## src/rtl/tcas_rx_pulse_meas_pkg.sv

```systemverilog
// Shared types and helpers for the TCAS receive pulse measurement path.
// State encoding, magnitude shift constants and packed-channel slice offsets.
package tcas_rx_pkg;

  typedef enum logic [1:0] {
    IDLE   = 2'd0,
    ARM    = 2'd1,
    ACTIVE = 2'd2,
    DONE   = 2'd3
  } state_t;

  // beta = 1/4 + 1/8 in the alpha-max-beta-min approximation
  localparam int MAG_SH_A = 2;
  localparam int MAG_SH_B = 3;

  function automatic int ch_lsb(input int k, input int w);
    return k * w;
  endfunction

  function automatic int peak_lsb(input int k, input int w);
    return k * (w + 1);
  endfunction

endpackage

```

## src/rtl/tcas_rx_pulse_meas_if.sv

```systemverilog
// Sample stream in and report stream out; master drives samples and accepts reports.
// Reports use valid/ready; the sample side has no backpressure.
interface tcas_rx_pulse_meas_if #(
  parameter int N_CH  = 4,
  parameter int W     = 16,
  parameter int CNT_W = 12,
  parameter int TS_W  = 32
);
  logic                    in_valid;
  logic [N_CH*W-1:0]       in_i;
  logic [N_CH*W-1:0]       in_q;
  logic                    out_valid;
  logic                    out_ready;
  logic [N_CH*(W+1)-1:0]   out_peak;
  logic [CNT_W-1:0]        out_width;
  logic [TS_W-1:0]         out_ts;
  logic                    out_trunc;

  modport master (
    output in_valid, in_i, in_q, out_ready,
    input  out_valid, out_peak, out_width, out_ts, out_trunc
  );

  modport slave (
    input  in_valid, in_i, in_q, out_ready,
    output out_valid, out_peak, out_width, out_ts, out_trunc
  );
endinterface

```

## src/rtl/tcas_rx_pulse_meas_mag_approx.sv

```systemverilog
// Saturating abs plus alpha-max-beta-min magnitude; 2-cycle latency, free-running,
// no backpressure.
module mag_approx
  import tcas_rx_pkg::*;
#(
  parameter int W = 16
) (
  input  logic                clk,
  input  logic                reset,
  input  logic signed [W-1:0] i,
  input  logic signed [W-1:0] q,
  output logic [W:0]          mag
);

  logic [W-2:0] ai, aq;
  logic [W-2:0] mx_q, mn_q;

  // The most negative code has no positive twin, so it clamps to full scale.
  function automatic logic [W-2:0] abs_sat(input logic signed [W-1:0] x);
    logic signed [W-1:0] n;
    n = -x;
    if (!x[W-1])
      return x[W-2:0];
    else if (x[W-2:0] == '0)
      return '1;
    else
      return n[W-2:0];
  endfunction

  assign ai = abs_sat(i);
  assign aq = abs_sat(q);

  always_ff @(posedge clk) begin
    if (reset) begin
      mx_q <= '0;
      mn_q <= '0;
      mag  <= '0;
    end else begin
      mx_q <= (ai >= aq) ? ai : aq;
      mn_q <= (ai >= aq) ? aq : ai;
      mag  <= (W+1)'(mx_q) + (W+1)'(mn_q >> MAG_SH_A) + (W+1)'(mn_q >> MAG_SH_B);
    end
  end

endmodule

```

## src/rtl/tcas_rx_pulse_meas.sv

```systemverilog
// Per-pulse amplitude/width/timestamp measurement over N_CH channels; report 2 cycles
// after pulse end plus one DONE cycle, one-deep output buffer, new reports dropped when full.
module tcas_rx_pulse_meas
  import tcas_rx_pkg::*;
#(
  parameter int N_CH    = 4,
  parameter int W       = 16,
  parameter int CNT_W   = 12,
  parameter int TS_W    = 32,
  parameter int MAX_LEN = 2047
) (
  input  logic                 clk,
  input  logic                 reset,
  tcas_rx_pulse_meas_if.slave  bus,
  input  logic [W:0]           thr,
  input  logic [3:0]           min_len,
  input  logic                 ovf_clr,
  output logic                 ovf,
  output logic                 busy
);

  typedef struct packed {
    logic [N_CH*(W+1)-1:0] peak;
    logic [CNT_W-1:0]      width;
    logic [TS_W-1:0]       ts;
    logic                  trunc;
  } rpt_t;

  localparam logic [CNT_W-1:0] MAX_CNT = CNT_W'(MAX_LEN);

  logic [W:0]      mag [N_CH];
  logic [W:0]      mmax;
  logic [1:0]      vld_pipe;
  logic [TS_W-1:0] ts_cnt;
  logic [TS_W-1:0] ts_pipe [2];
  logic            s_valid;
  logic [TS_W-1:0] ts_s;
  logic            above;
  logic [3:0]      ml;

  state_t           state, state_n;
  logic [CNT_W-1:0] cnt, cnt_n;
  logic [W:0]       peak [N_CH];
  logic [W:0]       peak_n [N_CH];
  logic [TS_W-1:0]  ts_cap, ts_cap_n;
  logic             trunc, trunc_n;
  logic             wait_low, wait_low_n;

  rpt_t rpt_d, rpt_q;
  logic out_valid_q;
  logic slot_free;

  for (genvar k = 0; k < N_CH; k++) begin : g_ch
    mag_approx #(.W(W)) u_mag (
      .clk   (clk),
      .reset (reset),
      .i     (bus.in_i[ch_lsb(k, W) +: W]),
      .q     (bus.in_q[ch_lsb(k, W) +: W]),
      .mag   (mag[k])
    );
  end

  always_comb begin
    mmax = '0;
    for (int k = 0; k < N_CH; k++)
      if (mag[k] > mmax) mmax = mag[k];
  end

  // Strobe and timestamp ride alongside the magnitude pipeline.
  always_ff @(posedge clk) begin
    if (reset) begin
      vld_pipe   <= '0;
      ts_cnt     <= '0;
      ts_pipe[0] <= '0;
      ts_pipe[1] <= '0;
    end else begin
      vld_pipe   <= {vld_pipe[0], bus.in_valid};
      ts_pipe[0] <= ts_cnt;
      ts_pipe[1] <= ts_pipe[0];
      if (bus.in_valid) ts_cnt <= ts_cnt + 1'b1;
    end
  end

  assign s_valid = vld_pipe[1];
  assign ts_s    = ts_pipe[1];
  assign above   = (mmax >= thr);
  assign ml      = (min_len == 4'd0) ? 4'd1 : min_len;

  always_ff @(posedge clk) begin
    if (reset) begin
      state    <= IDLE;
      cnt      <= '0;
      ts_cap   <= '0;
      trunc    <= 1'b0;
      wait_low <= 1'b0;
      for (int k = 0; k < N_CH; k++) peak[k] <= '0;
    end else begin
      state    <= state_n;
      cnt      <= cnt_n;
      ts_cap   <= ts_cap_n;
      trunc    <= trunc_n;
      wait_low <= wait_low_n;
      for (int k = 0; k < N_CH; k++) peak[k] <= peak_n[k];
    end
  end

  always_comb begin
    state_n    = state;
    cnt_n      = cnt;
    ts_cap_n   = ts_cap;
    trunc_n    = trunc;
    wait_low_n = wait_low;
    for (int k = 0; k < N_CH; k++) peak_n[k] = peak[k];

    // After a timeout the input must drop below threshold before re-arming.
    if (s_valid && !above) wait_low_n = 1'b0;

    unique case (state)
      IDLE: begin
        if (s_valid && above && !wait_low) begin
          cnt_n    = CNT_W'(1);
          ts_cap_n = ts_s;
          trunc_n  = 1'b0;
          for (int k = 0; k < N_CH; k++) peak_n[k] = mag[k];
          state_n  = (ml <= 4'd1) ? ACTIVE : ARM;
        end
      end
      ARM: begin
        if (s_valid) begin
          if (!above) begin
            state_n = IDLE;
          end else begin
            cnt_n = cnt + 1'b1;
            for (int k = 0; k < N_CH; k++)
              if (mag[k] > peak[k]) peak_n[k] = mag[k];
            if (cnt_n == CNT_W'(ml)) state_n = ACTIVE;
          end
        end
      end
      ACTIVE: begin
        if (s_valid) begin
          if (!above) begin
            state_n = DONE;
            trunc_n = 1'b0;
          end else begin
            cnt_n = cnt + 1'b1;
            for (int k = 0; k < N_CH; k++)
              if (mag[k] > peak[k]) peak_n[k] = mag[k];
            if (cnt_n == MAX_CNT) begin
              state_n    = DONE;
              trunc_n    = 1'b1;
              wait_low_n = 1'b1;
            end
          end
        end
      end
      DONE:    state_n = IDLE;
      default: state_n = IDLE;
    endcase
  end

  always_comb begin
    rpt_d       = '0;
    rpt_d.width = cnt;
    rpt_d.ts    = ts_cap;
    rpt_d.trunc = trunc;
    for (int k = 0; k < N_CH; k++)
      rpt_d.peak[peak_lsb(k, W) +: (W+1)] = peak[k];
  end

  assign slot_free = !out_valid_q || bus.out_ready;

  always_ff @(posedge clk) begin
    if (reset) begin
      out_valid_q <= 1'b0;
      rpt_q       <= '0;
      ovf         <= 1'b0;
    end else begin
      if (state == DONE && slot_free) begin
        rpt_q       <= rpt_d;
        out_valid_q <= 1'b1;
      end else if (bus.out_ready) begin
        out_valid_q <= 1'b0;
      end
      if (state == DONE && !slot_free) ovf <= 1'b1;
      else if (ovf_clr)                ovf <= 1'b0;
    end
  end

  assign bus.out_valid = out_valid_q;
  assign bus.out_peak  = rpt_q.peak;
  assign bus.out_width = rpt_q.width;
  assign bus.out_ts    = rpt_q.ts;
  assign bus.out_trunc = rpt_q.trunc;
  assign busy          = (state != IDLE);

endmodule
```

## src/flat_wrapper.sv

```systemverilog
// flat-port wrapper written by rule: the top's interface ports become plain ports
module tcas_rx_pulse_meas_flat import tcas_rx_pkg::*;
#(
  parameter int N_CH    = 4,
  parameter int W       = 16,
  parameter int CNT_W   = 12,
  parameter int TS_W    = 32,
  parameter int MAX_LEN = 2047
)
  (clk, reset, thr, min_len, ovf_clr, ovf, busy, bus_in_valid, bus_in_i, bus_in_q, bus_out_ready, bus_out_valid, bus_out_peak, bus_out_width, bus_out_ts, bus_out_trunc);
  tcas_rx_pulse_meas_if #(.N_CH(N_CH), .W(W), .CNT_W(CNT_W), .TS_W(TS_W)) bus_i ();
  input  logic clk;
  input  logic reset;
  input  logic [W:0] thr;
  input  logic [3:0] min_len;
  input  logic ovf_clr;
  output logic ovf;
  output logic busy;
  input wire logic [$bits(bus_i.in_valid)-1:0] bus_in_valid;
  input wire logic [$bits(bus_i.in_i)-1:0] bus_in_i;
  input wire logic [$bits(bus_i.in_q)-1:0] bus_in_q;
  input wire logic [$bits(bus_i.out_ready)-1:0] bus_out_ready;
  output wire logic [$bits(bus_i.out_valid)-1:0] bus_out_valid;
  output wire logic [$bits(bus_i.out_peak)-1:0] bus_out_peak;
  output wire logic [$bits(bus_i.out_width)-1:0] bus_out_width;
  output wire logic [$bits(bus_i.out_ts)-1:0] bus_out_ts;
  output wire logic [$bits(bus_i.out_trunc)-1:0] bus_out_trunc;
  assign bus_i.in_valid = bus_in_valid;
  assign bus_i.in_i = bus_in_i;
  assign bus_i.in_q = bus_in_q;
  assign bus_i.out_ready = bus_out_ready;
  assign bus_out_valid = bus_i.out_valid;
  assign bus_out_peak = bus_i.out_peak;
  assign bus_out_width = bus_i.out_width;
  assign bus_out_ts = bus_i.out_ts;
  assign bus_out_trunc = bus_i.out_trunc;
  tcas_rx_pulse_meas #(.N_CH(N_CH), .W(W), .CNT_W(CNT_W), .TS_W(TS_W), .MAX_LEN(MAX_LEN)) u_core (.clk(clk), .reset(reset), .bus(bus_i), .thr(thr), .min_len(min_len), .ovf_clr(ovf_clr), .ovf(ovf), .busy(busy));
endmodule
```

## config.mk

```make
export PLATFORM = sky130hd
export DESIGN_NAME = tcas_rx_pulse_meas_flat
export DESIGN_NICKNAME = d
export VERILOG_FILES = /design/src/rtl/tcas_rx_pulse_meas_pkg.sv /design/src/rtl/tcas_rx_pulse_meas_if.sv /design/src/rtl/tcas_rx_pulse_meas_mag_approx.sv /design/src/rtl/tcas_rx_pulse_meas.sv /design/src/flat_wrapper.sv
export SDC_FILE = /design/constraint.sdc
export NUM_CORES = 2
export LEC_CHECK = 0
export CAP_MARGIN = 20
export CORE_UTILIZATION = 40
export CTS_BUF_LIST = sky130_fd_sc_hd__clkbuf_16
export DETAILED_ROUTE_END_ITERATION = 8
export PLACE_DENSITY = 0.69
export SYNTH_ARGS = -nofsm -noshare
export SYNTH_HDL_FRONTEND = slang
export SYNTH_HIERARCHICAL = 1
export SYNTH_SLANG_ARGS = --single-unit
```

## constraint.sdc

```tcl
create_clock -name clk -period 12.98 [get_ports clk]
set_input_delay 1.947 -clock clk [delete_from_list [all_inputs] [get_ports clk]]
set_output_delay 1.947 -clock clk [all_outputs]
set_load 0.02 [all_outputs]
```

## After elaboration in Yosys (flattened, before gate mapping)

Memory sizes are Yosys's and may differ from the RTL's. A register that Yosys moved wholly into a read port is not among the register bits.
Index checks and enable logic that the tools add are counted.

| storage, ports and cells | value |
|---|---|
| memories | 2 |
| flip-flop bits (word level) | 353 |
| input port bits | 154 |
| output and inout bits | 116 |
| bits in writable memories | 132 |

Memories:

| memory | words | bits a word | read ports | clocked after memory_dff | write ports | line | RTL |
|---|---|---|---|---|---|---|---|
| u_core.peak | 4 | 17 | 4 | 0 | 4 | tcas_rx_pulse_meas.sv:43 | `logic [W:0] peak [N_CH];` |
| u_core.ts_pipe | 2 | 32 | 2 | 1 | 2 | tcas_rx_pulse_meas.sv:35 | `logic [TS_W-1:0] ts_pipe [2];` |

| cells by class | value |
|---|---|
| equality and inequality tests | 12 |
| muxes and demuxes | 73 |
| magnitude comparators | 14 |
| reduce and logical (&&, ||, !) cells | 30 |
| bitwise operators | 6 |
| add/sub/neg operators | 18 |

Operators with widths:

| operator | number |
|---|---|
| 15-bit 2-to-1 mux | 24 |
| 17-bit 2-to-1 mux | 12 |
| 68-bit 2-to-1 mux | 3 |
| 68-bit one-hot mux with 2 select lines | 1 |
| 15-bit zero test | 8 |
| 15-bit negator | 8 |
| 17-bit > comparator | 7 |
| 16-bit by 12-bit adder with 17-bit output | 4 |
| 15-bit by 13-bit adder with 16-bit output | 4 |
| 32-bit 2-to-1 mux | 2 |
| 15-bit greater-or-equal comparator | 4 |
| 12-bit 2-to-1 mux | 3 |
| 32-bit by 1-bit adder with 32-bit output (second input constant) | 1 |
| 12-bit one-hot mux with 2 select lines | 1 |
| 17-bit greater-or-equal comparator | 1 |
| 17-bit by 1-bit > comparator with 1-bit output (second input constant) | 1 |
| 1-bit 2-to-1 mux | 16 |
| 2-bit 2-to-1 mux | 8 |
| 12-bit by 1-bit adder with 12-bit output (second input constant) | 1 |
| 12-bit by 11-bit equality test with 1-bit output (second input constant) | 1 |
| 12-bit by 4-bit equality test with 1-bit output | 1 |
| 2-bit by 1-bit inequality test with 1-bit output (second input constant) | 5 |
| 2-bit nonzero test | 5 |
| 2-bit one-hot mux with 4 select lines | 1 |
| other kinds (16) | 31 |

## Longest topological paths before layout

| depth | value |
|---|---|
| depth in word-level cells | 16 |
| depth in mapped cells | 43 |
| gate-level depth less buffers | 36 |

## By module

Netlist, hierarchy kept.

Modules (own cells, without submodules):

| module | times used | cells each | seq. area each (sq um) | area an instance (sq um) |
|---|---|---|---|---|
| tcas_rx_pulse_meas | 1 | 1,878 | 6,586.3 | 15,850.2 |
| mag_approx at u_core.g_ch[1].u_mag | 1 | 465 | 900.9 | 3,819.9 |
| mag_approx at u_core.g_ch[3].u_mag | 1 | 472 | 900.9 | 3,761.1 |
| mag_approx at u_core.g_ch[2].u_mag | 1 | 434 | 900.9 | 3,703.6 |
| mag_approx at u_core.g_ch[0].u_mag | 1 | 440 | 900.9 | 3,673.5 |

## Worst setup path after synthesis

No wires, ideal clock.

| timing | value |
|---|---|
| kind | reg2reg |
| start point | register u_core.g_ch[0].u_mag.mag[3] |
| end point | memory u_core/peak[1][10] (netlist bit) |
| slack | 4.516 ns |
| stages on the path, launching flop included | 41 |
| path buffers | 7 |
| clock period less this slack | 8.464 ns |
| required time | 12.852 ns |
| arrival time | 8.336 ns |
| library setup time | 0.128 ns |
| cell sequence | dfxtp_1 -> inv_1 -> ha_1 -> a21o_1 -> a21oi_1 -> a21oi_1 -> o31ai_1 -> a21oi_1 -> o21ai_2 -> buf_2 -> mux2i_1 -> ha_1 -> a21o_1 -> a21o_1 -> a221oi_1 -> o211ai_1 -> nand2_1 -> clkbuf_1 -> [... 5 more ...] -> or2_2 -> or3_1 -> o21ai_1 -> and2_1 -> clkbuf_1 -> clkbuf_1 -> a211oi_1 -> ha_1 -> nand4_1 -> nor3_1 -> a211oi_1 -> o21ai_2 -> o2111ai_1 -> a311o_1 -> buf_4 -> buf_4 -> mux2i_1 -> nor2_1 |

RTL lines:

| item | line | RTL |
|---|---|---|
| from (decl) | tcas_rx_pulse_meas_mag_approx.sv:12 | `output logic [W:0] mag` |
| from (signal assigned) | tcas_rx_pulse_meas_mag_approx.sv:41 | `mag <= (W+1)'(mx_q) + (W+1)'(mn_q >> MAG_SH_A) + (W+1)'(mn_q >> MAG_SH_B);` |
| to (decl) | tcas_rx_pulse_meas.sv:43 |  |

==> results.sh <==
export IMPL_num_io_pins=270
export IMPL_antenna_found_initial=3
export IMPL_route_detailed_drc=0
export IMPL_routed_via_density=5.20
export IMPL_post_synth_top_area_cell="dfxtp_1"
export IMPL_cts_root_buf="clkbuf_16"
export IMPL_whs_path_depth=2
export IMPL_start_util_pct=40.5
export IMPL_hold_buffers=0
export IMPL_area_delta_synth_final_pct=17.2
export IMPL_preCtsSetupSlack_ns=3.05
export IMPL_antenna_cells=0
export IMPL_track_usage_pct=19.0
export IMPL_synth_cell_type_count=101
export IMPL_clock_latency_ns=0.63
export IMPL_finalSetupViolations=0
export IMPL_power_leakage_nw=15.2
export IMPL_status="finished, final reports clean"
export IMPL_avgSynthCellArea_um2=8.35
export IMPL_max_cap_violations=0
export IMPL_antenna_left=0
export IMPL_finalCritPeriodShare_pct=78.1
export IMPL_num_rows=101
export IMPL_p_int_mw=3.67
export IMPL_power_frac_comb_pct=41.2
export IMPL_drive_gt1_share_pct=5.53
export IMPL_max_slew_worst_pin_slew_ns=1.06
export IMPL_fin_tns_setup_ns=0
export IMPL_hpwl_mm=57.6
export IMPL_globalRouteOverflowTotal=0
export IMPL_ys_flop_type="dfxtp_1"
export IMPL_clock_path_buffers=3
export IMPL_cts_buffers=53
export IMPL_worstPathMaxFanout=44
export IMPL_synthCells=3689
export IMPL_synth_edf_count=0
export IMPL_wl_met1_mm=36.1
export IMPL_die_area_mm2=0.0781
export IMPL_startpoint_type="flip-flop"
export IMPL_p_sw_share_pct=36.9
export IMPL_fin_util_pct=47.4
export IMPL_fin_crit_ns=10.14
export IMPL_synthesis_area_mm2=0.0308
export IMPL_wl_met3_mm=3.97
export IMPL_route_met2_wl_mm=34.2
export IMPL_layout_commonest_cell="dfxtp_1"
export IMPL_min_path_type="reg2reg"
export IMPL_post_drt_wl_per_cell_um=15.3
export IMPL_drt_iter0_markers=1226
export IMPL_worstPathRequired_ns=13.44
export IMPL_max_stage_delay_ns=0.83
export IMPL_die_w_um=280
export IMPL_layout_common_cells="509 x dfxtp_1, 469 x nand2_1, 354 x nor2_1"
export IMPL_core_area_mm2=0.0761
export IMPL_grt_setup_unrepaired="no"
export IMPL_setup_ws_ns=2.84
export IMPL_yosysSeqAreaShare_pct=33.1
export IMPL_grt_max_degree=159
export IMPL_nNetsFinal=4343
export IMPL_ys_top_cells_by_area="dfxtp_1 33%, ha_1 13%, nand2_1 5.7%, a21oi_1 5.2%, nor2_1 4.3%"
export IMPL_power_switching_mw=2.15
export IMPL_wl_mm=75.8
export IMPL_cp_end_kind="flip-flop"
export IMPL_seqPwrFrac_pct=32.5
export IMPL_tritoncts="done"
export IMPL_syn_nets=4167
export IMPL_final_cells=4938
export IMPL_pwr_density_cell_mw_per_mm2=161
export IMPL_cp_arrival_ns=10.60
export IMPL_relSlewSlack_pct=28.7
export IMPL_grt_pass1_wl_mm=123
export IMPL_async_reset_ff_share_pct=0
export IMPL_grt_pass1_vias=24100
export IMPL_power_mw=5.82
export IMPL_gp_congestion=0.890
export IMPL_ys_seq_elements=509
export IMPL_placedCellCount=4835
export IMPL_rr_worst_depth=37
export IMPL_drtPass1Iterations=5
export IMPL_drv_slew=0
export IMPL_path_clk_slew_ns=0.06
export IMPL_route_vias_total=25700
export IMPL_ir_drop_mv=0.178
export IMPL_cts_setup_buffers=0
export IMPL_hold_viol=0
export IMPL_cts_max_level=2
export IMPL_path_common_cell="ha_1"
export IMPL_max_freq_mhz=98.6
export IMPL_port_buffers=269
export IMPL_worst_path_max_delay_cell="o21ai_2"
export IMPL_yosys_warnings=6
export IMPL_cts_resized=0
export IMPL_netlist_area_leader_share_pct=33.1
export IMPL_die_y_um=280
export IMPL_power_frac_clock_pct=26.3
export IMPL_numClockSinks=509
export IMPL_worst_setup_path_type="reg2reg"
export IMPL_fin_skew_ns=0.0372
export IMPL_highest_layer="met5"
-- area by class of cell --
class,count,area (um2)
clock buffer,53,1330
clock inverter,45,443
fill,7472,40000
inverter,182,683
multi-input combinational,2831,19200
sequential,509,10200
tap,1030,1290
timing repair buffer,288,2930
-- layer usage --
metal / vias to the layer above / global-route usage, %
met3: 92 / 3.27
li1: 13300 / -
met4: 4 / 5.00
met2: 513 / 31.2
met1: 11800 / 25.5
met5: - / 0
-- cell usage after synthesis, drive strengths merged, types with 7 or more instances --
cell type,number
o311ai,7
a221oi,7
nand3,33
or2,33
a21oi,321
and3,15
buf,46
mux2i,119
nor4,24
fa,8
nor3,53
nand2b,35
dfxtp,509
o41ai,12
or3,39
o2111ai,7
inv,182
o31ai,34
nand4,50
a211oi,82
a31oi,10
nand2,475
nor3b,22
xor2,94
o21ai,123
nor2,354
o21a,34
clkbuf,121
nand3b,8
a21o,103
mux2,44
xnor2,93
nor2b,107
or4,19
o211ai,26
a311oi,15
nand4b,9
and2,13
ha,316
o21bai,17
-- sequential cells by signal, summed over array words and instances, names as in the netlist, 12 cells and up --
signal,count
u_core/bus.out_peak,68
u_core/bus.out_ts,32
u_core/bus.out_width,12
u_core/cnt,12
u_core/g_ch.u_mag/mag,68
u_core/g_ch.u_mag/mn_q,52
u_core/g_ch.u_mag/mx_q,60
u_core/peak,68
u_core/ts_cap,32
u_core/ts_cnt,32
u_core/ts_pipe,64
-- worst paths after layout --
kind / startpoint / endpoint / slack [ns]
worst max-delay path: u_core/g_ch[0].u_mag/mag[6] / u_core/peak[0][6] / 2.84
worst max register to register: u_core/g_ch[0].u_mag/mag[6] / u_core/peak[0][6] / 2.84
worst min register to register: u_core/ts_pipe[1][23] / u_core/ts_cap[23] / 0.43
worst min-delay path: u_core/ts_pipe[1][23] / u_core/ts_cap[23] / 0.43
-- power by group through the flow --
stage	sequential [mW]	combinational (mW)	clock (mW)
6_report	1.89	2.40	1.53
4_1_cts	1.89	2.37	1.57
5_1_grt	1.91	2.70	1.63
2_1_floorplan	1.84	1.85	0
3_3_place_gp	1.92	2.31	0
3_5_place_dp	1.92	2.35	0
-- critical path: cells and delay by family, from the launching register on --
family | cells | cell delay [ns]
AOI/OAI and AO/OA | 17 | 4.91
adders and majority gates | 4 | 1.19
buffers and inverters | 4 | 1.18
DFF | 1 | 0.42
muxes | 2 | 0.66
and+or+nand+nor | 10 | 1.60
-- logic make-up (layout without fill, tap and decap cells) --
family / after synthesis / in the layout / share of synthesized area, %
buffers and inverters: 349 / 568 / 4.59
other: 4 / 4 / 0.0487
flip-flops: 509 / 509 / 33.1
XOR/XNOR: 187 / 187 / 5.32
AND/OR/NAND/NOR: 1304 / 1304 / 20.4
AO/OA/AOI/OAI: 849 / 849 / 17.8
multiplexers: 163 / 163 / 5.47
adder cells (fa/ha/maj): 324 / 324 / 13.4
-- through the flow --
stage               hold WS (ns)  cell area [um2]
floorplan                  0.414            30800
global placement           0.416            34200
detailed placement         0.420            34200
CTS                        0.434            36000
global route               0.452            36100
finish                     0.429            36100
(Power assumes the default switching activity.)
